### src/rtl/fetch_unit.sv
// fetch_unit: serial Y86-64 instruction fetch. Reads one byte per accepted memory beat
// starting at the captured PC, sizes the instruction from icode and assembles the fields.
// Ports:
//   CLK, RST_N          clock, synchronous active-low reset
//   pc_valid/pc_ready   PC handshake (ready only in IDLE), PC = fetch address
//   mem_rd/mem_addr     byte read request at pc_q + cnt
//   mem_rdata/mem_valid/mem_err  returned byte, beat strobe, fault flag
//   out_valid/out_ready decoded-instruction handshake
//   icode/ifun/rA/rB/valC/instr_len/imem_error/instr_invalid  decoded result
module fetch_unit #(
    parameter int DATA_WID = 64
) (
    input  logic                CLK,
    input  logic                RST_N,
    input  logic                pc_valid,
    output logic                pc_ready,
    input  logic [DATA_WID-1:0] PC,
    output logic                mem_rd,
    output logic [DATA_WID-1:0] mem_addr,
    input  logic [7:0]          mem_rdata,
    input  logic                mem_valid,
    input  logic                mem_err,
    output logic                out_valid,
    input  logic                out_ready,
    output logic [3:0]          icode,
    output logic [3:0]          ifun,
    output logic [3:0]          rA,
    output logic [3:0]          rB,
    output logic [DATA_WID-1:0] valC,
    output logic [3:0]          instr_len,
    output logic                imem_error,
    output logic                instr_invalid
);
    typedef enum logic [1:0] {IDLE, FETCH, DONE} state_t;
    state_t              r_state, w_next;
    logic [DATA_WID-1:0] r_pc;
    logic [3:0]          r_cnt;
    logic [3:0]          w_icode, w_len, w_cidx;
    logic                w_take, w_last, w_invalid, w_regs, w_const;
    // On byte 0 the icode is still on the bus, afterwards it comes from the register.
    assign w_icode   = (r_cnt == 4'd0) ? mem_rdata[7:4] : icode;
    assign w_len     = (w_icode == 4'h2 || w_icode == 4'h6 || w_icode == 4'hA || w_icode == 4'hB) ? 4'd2 :
                       (w_icode == 4'h7 || w_icode == 4'h8) ? 4'd9 :
                       (w_icode == 4'h3 || w_icode == 4'h4 || w_icode == 4'h5) ? 4'd10 : 4'd1;
    assign w_take    = (r_state == FETCH) && mem_valid;
    assign w_last    = (r_cnt + 4'd1) == w_len;
    assign w_invalid = (r_cnt == 4'd0) && (mem_rdata[7:4] > 4'hB);
    assign w_regs    = (r_cnt == 4'd1) && (w_len == 4'd2 || w_len == 4'd10);
    assign w_const   = (w_len == 4'd9 && r_cnt >= 4'd1) || (w_len == 4'd10 && r_cnt >= 4'd2);
    // Constant byte index: the constant follows the regs byte when one is present.
    assign w_cidx    = (w_len == 4'd10) ? r_cnt - 4'd2 : r_cnt - 4'd1;
    assign pc_ready  = r_state == IDLE;
    assign out_valid = r_state == DONE;
    assign mem_rd    = r_state == FETCH;
    assign mem_addr  = mem_rd ? r_pc + DATA_WID'(r_cnt) : '0;
    always_ff @(posedge CLK) begin
        if (!RST_N) r_state <= IDLE;
        else        r_state <= w_next;
    end
    always_comb begin
        w_next = r_state;
        case (r_state)
            IDLE:    w_next = pc_valid ? FETCH : IDLE;
            FETCH:   w_next = (w_take && (mem_err || w_invalid || w_last)) ? DONE : FETCH;
            DONE:    w_next = out_ready ? IDLE : DONE;
            default: w_next = IDLE;
        endcase
    end
    always_ff @(posedge CLK) begin
        if (!RST_N) begin
            r_pc          <= '0;
            r_cnt         <= '0;
            icode         <= '0;
            ifun          <= '0;
            rA            <= 4'hF;
            rB            <= 4'hF;
            valC          <= '0;
            instr_len     <= '0;
            imem_error    <= 1'b0;
            instr_invalid <= 1'b0;
        end else if (r_state == IDLE && pc_valid) begin
            r_pc          <= PC;
            r_cnt         <= '0;
            icode         <= '0;
            ifun          <= '0;
            rA            <= 4'hF;
            rB            <= 4'hF;
            valC          <= '0;
            instr_len     <= '0;
            imem_error    <= 1'b0;
            instr_invalid <= 1'b0;
        end else if (w_take) begin
            r_cnt <= r_cnt + 4'd1;
            // A faulted beat carries no usable data; report how many good bytes arrived.
            if (mem_err) begin
                imem_error <= 1'b1;
                instr_len  <= r_cnt;
            end else begin
                if (r_cnt == 4'd0) {icode, ifun} <= mem_rdata;
                if (w_regs) {rA, rB} <= mem_rdata;
                if (w_const) valC[{w_cidx[2:0], 3'b000} +: 8] <= mem_rdata;
                if (w_invalid) begin
                    instr_invalid <= 1'b1;
                    instr_len     <= 4'd1;
                end else if (w_last) begin
                    instr_len <= w_len;
                end
            end
        end
    end
endmodule

### config.mk
export PLATFORM = sky130hd
export DESIGN_NAME = fetch_unit
export DESIGN_NICKNAME = d
export VERILOG_FILES = /design/src/rtl/fetch_unit.sv
export SDC_FILE = /design/constraint.sdc
export NUM_CORES = 1
export LEC_CHECK = 0
export CORE_MARGIN = 2
export CORE_UTILIZATION = 40
export DETAILED_ROUTE_END_ITERATION = 10
export PLACE_DENSITY = 0.73
export SETUP_SLACK_MARGIN = 0.5
export SLEW_MARGIN = 20
export SYNTH_ARGS = -nofsm -noshare
export SYNTH_HDL_FRONTEND = slang
export SYNTH_SLANG_ARGS = --single-unit
export TNS_END_PERCENT = 5
### constraint.sdc
create_clock -name CLK -period 11.1 [get_ports CLK]
set_input_delay 1.11 -clock CLK [delete_from_list [all_inputs] [get_ports CLK]]
set_output_delay 1.11 -clock CLK [all_outputs]
set_load 0.02 [all_outputs]
# After elaboration in Yosys (flattened, before gate mapping)
# Cells that the tools add are included.
# Widths: inputs -> output; s select.
classes:
  mul: 0
  reduce_logical: 28
  n_eq_ne: 16
  div: 0
  addsub: 5
  magnitude_cmp: 3
  shifts: 2
  muxes: 14
  bitwise: 2
op_table:
  columns: ["op", "n"]
  rows:
  - ["$add 64x4->64", 1]
  - ["$bwmux 64", 1]
  - ["$mux 64", 1]
  - ["$shift 8x8->64 const A", 1]
  - ["$shiftx 8x8->64", 1]
  - ["$mux 4", 7]
  - ["$eq 4x4->1 const B", 5]
  - ["$eq 4x3->1 const B", 4]
  - ["$eq 4x2->1 const B", 3]
  - ["$reduce_and 3->1", 4]
  - ["$logic_or 1x1->1", 10]
  - ["$neg 6->8", 1]
  - ["$logic_and 1x1->1", 7]
  - ["$pmux 2 s3", 1]
  - ["$reduce_and 2->1", 3]
  - ["$add 4x1->4 const B", 1]
  - ["$eq 4x1->1 const B", 1]
  - ["$eq 4x4->1", 1]
  - ["$ge 4x1->1 const B", 1]
  - ["$ge 4x2->1 const B", 1]
  - ["$gt 4x4->1 const B", 1]
  - ["$logic_not 4->1", 1]
  - ["$mux 2", 2]
  - ["$mux 3", 1]
  - ["9 further kinds", 10]
totals:
  rom_bits: 0
  elab_cells: 81
  latch_bits: 0
  input_bits: 78
  mem_count: 0
  ff_bits: 156
  output_inout_bits: 153
  mem_bits_rw: 0

# Depth between registers and ports, before layout
# Gate-level depths: netlist of the first run.
logic_depth:
  ltp_word: 13
  ltp_mapped: 17
  mapped_depth_nobuf: 14

# Worst setup path after synthesis of the first run
# No wires, ideal clock.
synth_path:
  path_kind: "input-to-reg"
  startpoint: "input port mem_rdata[6]"
  endpoint: "register valC[40]"
  slack_ns: 7.386
  stages: 10
  setup_time_ns: 0.126
  t_arrival_ns: 3.588
  path_buffers: 2
  t_required_ns: 10.974
  cell_sequence: "clkbuf_1 > o21bai_1 > a22oi_4 > mux2_2 > ha_1 > nor4_1 > o21ai_1 > or3b_1 > buf_2 > mux2i_1"
synth_between:
  elab_chain_cells: 12
  word_cells_on_any_way: 30
  classes_between: "add/sub (1); eq/ne (11); shift (2); mux (6); reduce/logical (10)"
synth_rtl:
  columns: ["item", "line", "source"]
  rows:
  - ["start: declaration", "20", "input logic [7:0] mem_rdata,"]
  - ["$mux 4", null, null]
  - ["$eq 4x2->1 or $eq 4x3->1 (tied branches)", "44", "(w_icode == 4'h3 || w_icode == 4'h4 || w_icode == 4'h5) ? 4'd10 : 4'd1;"]
  - ["$logic_or 1x1->1 (2 in series)", "44", null]
  - ["$mux 4", "44", null]
  - ["$mux 4", "43", "(w_icode == 4'h7 || w_icode == 4'h8) ? 4'd9 :"]
  - ["$mux 4", "42", "assign w_len = (w_icode == 4'h2 || w_icode == 4'h6 || w_icode == 4'hA || w_icode == 4'hB) ? 4'd2 :"]
  - ["$eq 4x4->1", "49, 51", null]
  - ["$mux 3", "51", "assign w_cidx = (w_len == 4'd10) ? r_cnt - 4'd2 : r_cnt - 4'd1;"]
  - ["$neg 6->8", "101", "if (w_const) valC[{w_cidx[2:0], 3'b000} +: 8] <= mem_rdata;"]
  - ["$shiftx 8x8->64 or $shift 8x8->64 (tied branches)", "101", null]
  - ["$bwmux 64", "101", null]
  - ["end signal: indexed assignment", "101", null]
  - ["end: declaration", "29", "output logic [DATA_WID-1:0] valC,"]
# Several ways; a longest one is shown, not always the timed one.
# A chain may end at the register's enable or synchronous reset.

# Final worst setup path of the first run
layout_path:
  startpoint: "register r_cnt[0]"
  endpoint: "output port mem_addr[61]"
layout_between:
  elab_chain_cells: 2
layout_rtl:
  columns: ["item", "line", "source"]
  rows:
  - ["start: declaration", "37", "logic [3:0] r_cnt;"]
  - ["start signal: assignment", "93", "r_cnt <= r_cnt + 4'd1;"]
  - ["$add 64x4->64", "55", "assign mem_addr = mem_rd ? r_pc + DATA_WID'(r_cnt) : '0;"]
  - ["$mux 64", "55", null]
  - ["end: declaration", "19", "output logic [DATA_WID-1:0] mem_addr,"]
# Every way passes these cells.

==> out/qor.yml, run 1 <==
layout:
  final_cell_mix: "nand2_1 (270), clkdlybuf4s50_1 (229), dfxtp_1 (156)"
  final_common_cell: "nand2_1"
  nFillCells: 1820
  drive_gt1_frac: 0.04888
  area_growth_pct: 37.56
  regArea_sq_um: 3123
  multi_input_area_sq_um: 4627
  final_nets: 1285
timing:
  hold_viol: 0
  maxSlewViolCount: 0
  setup-violations-final: 0
  rsz0062_at_grt: "no"
  finalCritPeriodShare: 0.4717
  min_period_ns: 5.236
  worstMarginPinSlew_ns: 0.8419
  worst_slew_margin_rel: 0.4387
  fmaxAchievable_mhz: 191.0
  final.setup.tns_ns: 0
  fin_skew_ns: 0.01546
synthesis:
  yosysUniqueCellTypes: 55
  syn_area_sq_um: 8065
  yosys_warnings: 0
  synth_edf_count: 0
  ys.flop_type: "dfxtp_1"
  async_reset_ff_frac: 0
  synth_area_per_cell_sq_um: 8.033
  syn_inst: 1004
  syn-num-nets: 1095
  ys_seq_area_frac: 0.3872
  synth-seq-cells: 156
worst_setup_path:
  critPathLaunchType: "flip-flop"
  path_delay_family: "simple AND/OR/NAND/NOR gates"
  cp.arrival_ns: 4.13
  path_buf_inv: 1
  r2r-end: "valC[44]$_SDFFE_PP0P_"
  path_cells: "ha_1, a21oi_1, o21ai_0, nand3_1, or2_2, nor3_1, mux2i_1, clkdlybuf4s50_1"
  cp_slowest_cell: "clkdlybuf4s50_1"
  slowest_delay_ns: 0.66
  worstRegToRegCells: 12
  worstPathMaxFanout: 19
  critPathKind: "flip-flop to output port"
  r2r_start: "r_cnt[0]$_SDFFE_PP0P_"
  critPathRequiredTime_ns: 9.99
  r2r_slack_ns: 7.12
  cp-end-kind: "output port"
detailed_routing:
  drtIter0Drc: 421
  vias: 7683
  viasPerCell: 5.216
  wirelength_um: 23910
  drc: 0
  wl_per_cell_um: 16.23
  postRouteAntennaNets: 0
  detail_route.first_pass.iterations: 5
power_and_ir_drop:
  p_leak_uw: 0.004210
  powerDensity_nw_per_um2: 124.9
  fin_total_pwr_uw: 1385
  ir_drop_uv: 121.0
floorplan:
  rows: 51
  chipHeight_um: 146.0
  coreArea_sq_um: 19650
  start_util: 0.4104
  die-area_sq_um: 21310
  die_x_um: 146.0
  io_pins: 231
global_routing:
  grt_pass1_wl_um: 38080
  grt_pass1_vias: 7176
  grt_max_degree: 89
  grt.total_usage: 0.2195
  antenna_found_initial: 1
  grt-ovfl-total: 0
cts:
  cts_max_level: 4
  path_clk_slew_ns: 0.07
  cts_buffers: 17
  cts-root-buf: "clkbuf_16"
  cts_setup_buffers: 0
  cts.repair.resized: 0
  holdBufCountCts: 0
  clock_latency_ns: 0.43
  cts_tree: "yes"
  cts_buffer_depth: 2
  clkSinkCount: 156
min_path:
  min_path_type: "flip-flop to flip-flop"
  holdPathStages: 2
  hp-start: "valC[50]$_SDFFE_PP0P_"
  min_to: "valC[50]$_SDFFE_PP0P_"
placed_design:
  place_congestion: 0.8287
  hpwl_um: 16870
  port_buffers: 230
flow_run:
  drv_cap: 0
status:
  outcome: "finished clean"
[power by group]
| part | total, uW | leakage (uW) | switching [uW] | internal (uW) |
|---|---|---|---|---|
| clock network | 600 | 0.000291 | 259 | 342 |
| logic | 182 | 0.00265 | 106 | 76.0 |
| registers | 603 | 0.00127 | 24.1 | 579 |
[sequential cells by signal, summed over array words and instances, names as in the netlist]
register,count
r_state,2
r_pc,64
imem_error,1
valC,64
ifun,4
instr_len,4
rB,4
rA,4
instr_invalid,1
r_cnt,4
icode,4
[per-layer routing]
layer,share of wire,routed length (um),GRT usage
met1,0.42,10050,0.2724
met2,0.50,11870,0.3741
met3,0.056,1336,0.04608
met4,0.027,656,0.08447
met5,0,0,0
[cell type report]
type	instances	share of cell area
tap	265	0.02989
sequential	156	0.2815
clock inverter	14	0.01579
clock buffer	18	0.03868
timing repair buffer	236	0.2111
inverter	17	0.005752
antenna	1	0.0002256
multi-input combinational	766	0.4171
[cells in the mapped netlist, drive strengths merged, types with 14 or more instances]
cell	instances	area (sq um)
nand2	271	1017
dfxtp	156	3123
mux2i	85	850.8
a21boi	64	480.5
nor2	55	206.5
clkbuf	49	183.9
a21oi	42	210.2
o21ai	29	145.1
xnor2	25	226.5
nand3	24	130.1
or3	22	137.6
nand4	19	131.4
inv	17	63.81
buf	16	75.07
xor2	15	131.4
nor3	14	81.33
[metrics by stage]
step | hold WS (ns) | setup WS (ns) | instances | area (sq um) | util
2_1_floorplan | 0.4478 | 7.386 | 1004 | 8065 | -
3_3_place_gp | 0.4422 | 6.458 | 1440 | 10490 | 0.5336
3_5_place_dp | 0.4477 | 6.402 | 1440 | 10490 | 0.5336
4_1_cts | 0.4622 | 5.872 | 1472 | 11090 | 0.5644
5_1_grt | 0.4738 | 5.516 | 1473 | 11090 | 0.5645
6_report | 0.4598 | 5.864 | 1473 | 11090 | 0.5645
[kinds of logic after synthesis]
family                     Yosys count  share of synthesized area
AOI/OAI and AO/OA                  161                     0.1306
muxes                               86                     0.1069
DFF                                156                     0.3872
adders and majority gates           13                    0.02110
xor gates and xnor gates            40                    0.04437
and+or+nand+nor                    466                     0.2698
buffers and inverters               82                    0.04002
[worst reg2reg max path, stage by stage, from the launching register on]
cell and delay (ns):
dfxtp_1 0.45, inv_1 0.20, ha_1 0.26, or3b_1 0.50
nor2_1 0.25, a22oi_4 0.17, xnor2_2 0.36, ha_1 0.22
ha_1 0.25, nor4_1 0.24, o21ai_1 0.18, or3b_1 0.59
mux2i_1 0.19
[worst max-delay path by stage]
stage / start / to / slack [ns] / cells after the start
after detailed placement: r_cnt[0]$_SDFFE_PP0P_ / mem_addr[61] / 6.40 / 8
after global routing: r_cnt[0]$_SDFFE_PP0P_ / mem_addr[61] / 5.52 / 8
after global placement: mem_rdata[6] / valC[9]$_SDFFE_PP0P_ / 6.46 / 12
final: r_cnt[0]$_SDFFE_PP0P_ / mem_addr[61] / 5.86 / 8
after floorplan: mem_rdata[6] / valC[40]$_SDFFE_PP0P_ / 7.39 / 10
after CTS: r_cnt[0]$_SDFFE_PP0P_ / mem_addr[61] / 5.87 / 8
Note: power is estimated with default switching activity, not from simulation.
==> run 2: changes to the inputs <==
--- a/config.mk
+++ b/config.mk
@@ -8,7 +8,7 @@
 export CORE_MARGIN = 2
 export CORE_UTILIZATION = 40
 export DETAILED_ROUTE_END_ITERATION = 10
-export PLACE_DENSITY = 0.73
+export PLACE_DENSITY = 0.76
 export SETUP_SLACK_MARGIN = 0.5
 export SLEW_MARGIN = 20
 export SYNTH_ARGS = -nofsm -noshare
==> constraint.sdc (replaced) <==
create_clock -name CLK -period 4.38 [get_ports CLK]
set_input_delay 0.438 -clock CLK [delete_from_list [all_inputs] [get_ports CLK]]
set_output_delay 0.438 -clock CLK [all_outputs]
set_load 0.02 [all_outputs]
==> run 2 against run 1 <==
  * Non-clock buffer count increased by 9
  * Sequential cell count unchanged
  * Combinational power increased to 2.5 times the previous value
  * Routed wire length decreased by 0.24%
  * Worst setup slack got worse by 5.3 ns
  * Via count increased by 0.29%
  * Cell count increased by 0.68%
  * Final area increased by 1.2%
  * Critical path depth increased by 2
  * Core utilization increased by 0.68 points
  * Sequential share of layout area decreased by 0.29 points
  * Critical endpoint is now mem_addr[44]
==> out/qor.yml, run 2 (synthesized netlist as in run 1, its figures left out) <==
status:
  outcome: "finished clean"
layout:
  top_regs: "r_pc x64, valC x64"
  final_common_cell: "nand2_1"
  area_growth_pct: 39.22
  final_cell_mix: "nand2_1 (270), clkdlybuf4s50_1 (227), dfxtp_1 (154)"
  nFillCells: 1810
  final_nets: 1294
  final_core_util: 0.5713
  drive_gt1_frac: 0.06743
  fin_area_sq_um: 11230
  fin_cells: 1483
min_path:
  min_path_type: "flip-flop to flip-flop"
floorplan:
  io_pins: 231
  rows: 51
  die-area_sq_um: 21310
  start_util: 0.4104
  coreArea_sq_um: 19650
  chipHeight_um: 146.0
  die_x_um: 146.0
detailed_routing:
  wirelength_um: 23860
  drtIter0Drc: 449
  wl_per_cell_um: 16.09
  detail_route.first_pass.iterations: 5
  vias: 7705
  postRouteAntennaNets: 0
  viasPerCell: 5.196
  drc: 0
worst_setup_path:
  worstPathMaxFanout: 12
  cp.arrival_ns: 3.39
  slowest_delay_ns: 0.61
  cp_slowest_cell: "clkdlybuf4s50_1"
  cp-end-kind: "output port"
  critPathRequiredTime_ns: 3.94
  critPathKind: "flip-flop to output port"
  cpMostUsedCell: "o21a_1"
  path_cells: "ha_1, fa_1, a21o_1, a21o_2, and3_4, nand4_1, buf_4, o21a_1, o21a_1, clkdlybuf4s50_1"
  critPathLaunchType: "flip-flop"
placed_design:
  hpwl_um: 17260
  place_congestion: 0.8693
  port_buffers: 230
  post-place-ws_ns: 0.4223
  place_area_sq_um: 10530
  dpl.cell_count: 1445
timing:
  min_period_ns: 3.823
  fin_skew_ns: 0.01639
  maxSlewViolCount: 0
  finalWorstSetupSlack_ns: 0.5568
  final.setup.tns_ns: 0
  worst_slew_margin_rel: 0.4433
  worstMarginPinSlew_ns: 0.8351
  fmaxAchievable_mhz: 261.6
  setup-violations-final: 0
  rsz0062_at_grt: "yes"
  hold_viol: 0
  finalCritPeriodShare: 0.8729
global_routing:
  grt_max_degree: 68
  grt_pass1_vias: 7111
  grt.total_usage: 0.2181
  grt-ovfl-total: 0
  grt_pass1_wl_um: 37520
  antenna_found_initial: 2
cts:
  cts_tree: "yes"
  path_clk_slew_ns: 0.07
  cts_buffers: 17
  cts_buffer_depth: 2
  cts-root-buf: "clkbuf_16"
  cts_max_level: 4
  clock_latency_ns: 0.43
  holdBufCountCts: 0
  clkSinkCount: 156
flow_run:
  drv_cap: 0
power_and_ir_drop:
  ir_drop_uv: 276.0
  powerDensity_nw_per_um2: 307.6
  p_leak_uw: 0.004284
run 2: cell types whose count changed in the layout (fill, tap and decap cells not counted), moves of 3 or more:
| cell | delta |
|---|---|
| or3b_1 | -4 |
| buf_4 | +9 |
| clkinv_8 | +5 |
| or3b_4 | +4 |
| or3_4 | +3 |
| or3_1 | -3 |
run 2: what timing repair did:
action                     in CTS  in global routing
pin swaps                       1                  1
gates resized for setup         7                 13
buffers inserted                1                  3
setup endpoints to repair      59                 83
run 2: worst paths after layout:
| check | startpoint | end | slack [ns] | cells after the start |
|---|---|---|---|---|
| hold / removal | valC[15]$_SDFFE_PP0P_ | valC[15]$_SDFFE_PP0P_ | 0.46 | 2 |
| hold reg to reg | valC[15]$_SDFFE_PP0P_ | valC[15]$_SDFFE_PP0P_ | 0.46 | 2 |
| setup reg to reg | r_cnt[0]$_SDFFE_PP0P_ | valC[2]$_SDFFE_PP0P_ | 0.77 | 12 |
| setup / recovery | r_cnt[0]$_SDFFE_PP0P_ | mem_addr[44] | 0.56 | 10 |
run 2: routing by layer:
metal | GRT usage | wire length [um]
met1 | 0.2641 | 10090
met2 | 0.3781 | 11870
met3 | 0.05016 | 1244
met4 | 0.08010 | 653
met5 | 0 | 0
run 2: layout make-up:
| cell class | instances | area (sq um) | area share |
|---|---|---|---|
| sequential | 156 | 3128 | 0.2786 |
| antenna | 2 | 5.005 | 0.0004457 |
| clock buffer | 17 | 425.4 | 0.03789 |
| inverter | 17 | 63.81 | 0.005683 |
| multi-input combinational | 766 | 4688 | 0.4175 |
| tap | 265 | 331.6 | 0.02953 |
| clock inverter | 15 | 175.2 | 0.01560 |
| timing repair buffer | 245 | 2411 | 0.2147 |
run 2: through the flow:
stage | hold WS [ns] | power, uW
2_1_floorplan | 0.4478 | 1816
3_3_place_gp | 0.4427 | 2012
3_5_place_dp | 0.4461 | 2017
4_1_cts | 0.4592 | 3476
5_1_grt | 0.4766 | 3596
6_report | 0.4572 | 3454
run 2: worst max-delay path, delay by kind of cell, from the launching register on:
family,cells,cell delay [ns]
AO/OA/AOI/OAI,4,0.69
adder cells (fa/ha/maj),2,0.62
buffers and inverters,2,0.78
flip-flops,1,0.40
AND/OR/NAND/NOR,2,0.44
run 2: power breakdown:
| part | switching (uW) | internal [uW] |
|---|---|---|
| clock | 693 | 768 |
| combinational | 267 | 197 |
| sequential | 62.3 | 1470 |
| total | 1020 | 2430 |
==> run 3: changes to the inputs <==
==> constraint.sdc (replaced) <==
create_clock -name CLK -period 3.13 [get_ports CLK]
set_input_delay 0.313 -clock CLK [delete_from_list [all_inputs] [get_ports CLK]]
set_output_delay 0.313 -clock CLK [all_outputs]
set_load 0.02 [all_outputs]
==> run 3 against run 2 <==
  * Cell count increased by 4.2%
  * Sequential share of layout area decreased by 1.7 points
  * Sequential cell count unchanged
  * Global-route usage increased by 1.5 points
  * Largest cell class unchanged
  * Largest power group unchanged
  * Highest routed layer unchanged
==> out/qor.yml, run 3 (synthesized netlist as in run 1, its figures left out) <==
status:
  outcome: "finished clean"
cts:
  cts-root-buf: "clkbuf_16"
  cts_max_level: 4
  cts_tree: "yes"
  cts_buffers: 17
  cts_buffer_depth: 2
  path_clk_slew_ns: 0.07
  clock_latency_ns: 0.44
  clkSinkCount: 156
  holdBufCountCts: 0
floorplan:
  die_x_um: 146.0
  start_util: 0.4104
  io_pins: 231
  die-area_sq_um: 21310
  chipHeight_um: 146.0
  coreArea_sq_um: 19650
  rows: 51
worst_setup_path:
  critPathLaunch: "r_cnt[0]$_SDFFE_PP0P_"
  critPathLaunchType: "flip-flop"
  r2r_start: "r_cnt[0]$_SDFFE_PP0P_"
  worstRegToRegCells: 15
  critPathKind: "flip-flop to flip-flop"
  r2r_slack_ns: 0.03
  critPathRequiredTime_ns: 3.44
  worstPathMaxFanout: 8
  cp.arrival_ns: 3.40
  cp-end-kind: "flip-flop"
placed_design:
  port_buffers: 230
  place_congestion: 0.8589
  post-place-ws_ns: -0.2758
  dpl.cell_count: 1509
  hpwl_um: 18190
  place_area_sq_um: 11110
power_and_ir_drop:
  powerDensity_nw_per_um2: 416.4
  p_leak_uw: 0.004894
  ir_drop_uv: 357.3
detailed_routing:
  postRouteAntennaNets: 0
  vias: 8053
  drtIter0Drc: 445
  drc: 0
  detail_route.first_pass.iterations: 5
  wirelength_um: 25510
  wl_per_cell_um: 16.50
  viasPerCell: 5.209
timing:
  fmaxAchievable_mhz: 322.7
  fin_skew_ns: 0.01340
  worstMarginPinSlew_ns: 0.6726
  finalCritPeriodShare: 0.9902
  min_period_ns: 3.099
  finalWorstSetupSlack_ns: 0.03068
  final.setup.tns_ns: 0
  maxSlewViolCount: 0
  rsz0062_at_grt: "yes"
  setup-violations-final: 0
  hold_viol: 0
  worst_slew_margin_rel: 0.5516
layout:
  final_cell_mix: "nand2_1 (269), clkdlybuf4s50_1 (167), dfxtp_1 (144)"
  fin_cells: 1546
  fin_area_sq_um: 12000
  final_common_cell: "nand2_1"
  top_regs: "r_pc x64, valC x64"
  drive_gt1_frac: 0.1986
  nFillCells: 1721
  final_nets: 1357
  area_growth_pct: 48.74
global_routing:
  grt_max_degree: 68
  grt_pass1_vias: 7714
  grt.total_usage: 0.2328
  antenna_found_initial: 2
  grt-ovfl-total: 0
  grt_pass1_wl_um: 40210
flow_run:
  drv_cap: 0
min_path:
  min_path_type: "primary input to flip-flop"
  hp-start: "PC[32]"
  holdPathStages: 3
[run 3: timing repair]
item	CTS	global route
setup endpoints to repair	128	128
buffers inserted	3	0
gates resized for setup	117	250
pin swaps	9	36
[run 3: per-layer routing]
| layer | routed length (um) | vias to the layer above | global-route usage |
|---|---|---|---|
| li1 | - | 3951 | - |
| met1 | 10790 | 3835 | 0.2877 |
| met2 | 12670 | 221 | 0.3995 |
| met3 | 1297 | 46 | 0.04514 |
| met4 | 746 | 0 | 0.09272 |
| met5 | 0 | - | 0 |
[run 3: worst max-delay path, stage by stage (launching register included)]
cell      delay (ns)
dfxtp_4         0.36
clkinv_4        0.05
ha_4            0.12
or3b_4          0.39
nor2_4          0.14
a22oi_4         0.11
buf_6           0.15
xnor2_4         0.12
ha_4            0.17
ha_4            0.28
inv_2           0.04
nor4_4          0.25
o21ai_2         0.11
or3_1           0.37
buf_6           0.17
mux2i_1         0.12
[run 3: worst paths after layout]
check	to
worst max register to register	valC[26]$_SDFFE_PP0P_
worst min register to register	valC[6]$_SDFFE_PP0P_
worst max-delay path	valC[26]$_SDFFE_PP0P_
worst min-delay path	r_pc[32]$_SDFFE_PN0P_
[run 3: metrics by stage]
step                hold WS [ns]  utilization  power [uW]
CTS                       0.4244       0.5982        4996
global route              0.4488       0.6104        5173
detailed placement        0.4460       0.5651        2893
global placement          0.4441       0.5651        2882
finish                    0.4356       0.6104        4995
floorplan                 0.4381            -        2554
[run 3: layout make-up]
type	instances	area, sq um	share of cell area
multi-input combinational	766	5006	0.4173
sequential	156	3141	0.2618
timing repair buffer	308	2823	0.2353
clock buffer	18	439.2	0.03661
tap	265	331.6	0.02764
clock inverter	14	178.9	0.01491
inverter	17	72.57	0.006049
antenna	2	5.005	0.0004172
[run 3: power breakdown]
group | switching (uW) | internal (uW)
Combinational | 426 | 319
Sequential | 74.0 | 2050
Clock | 957 | 1160
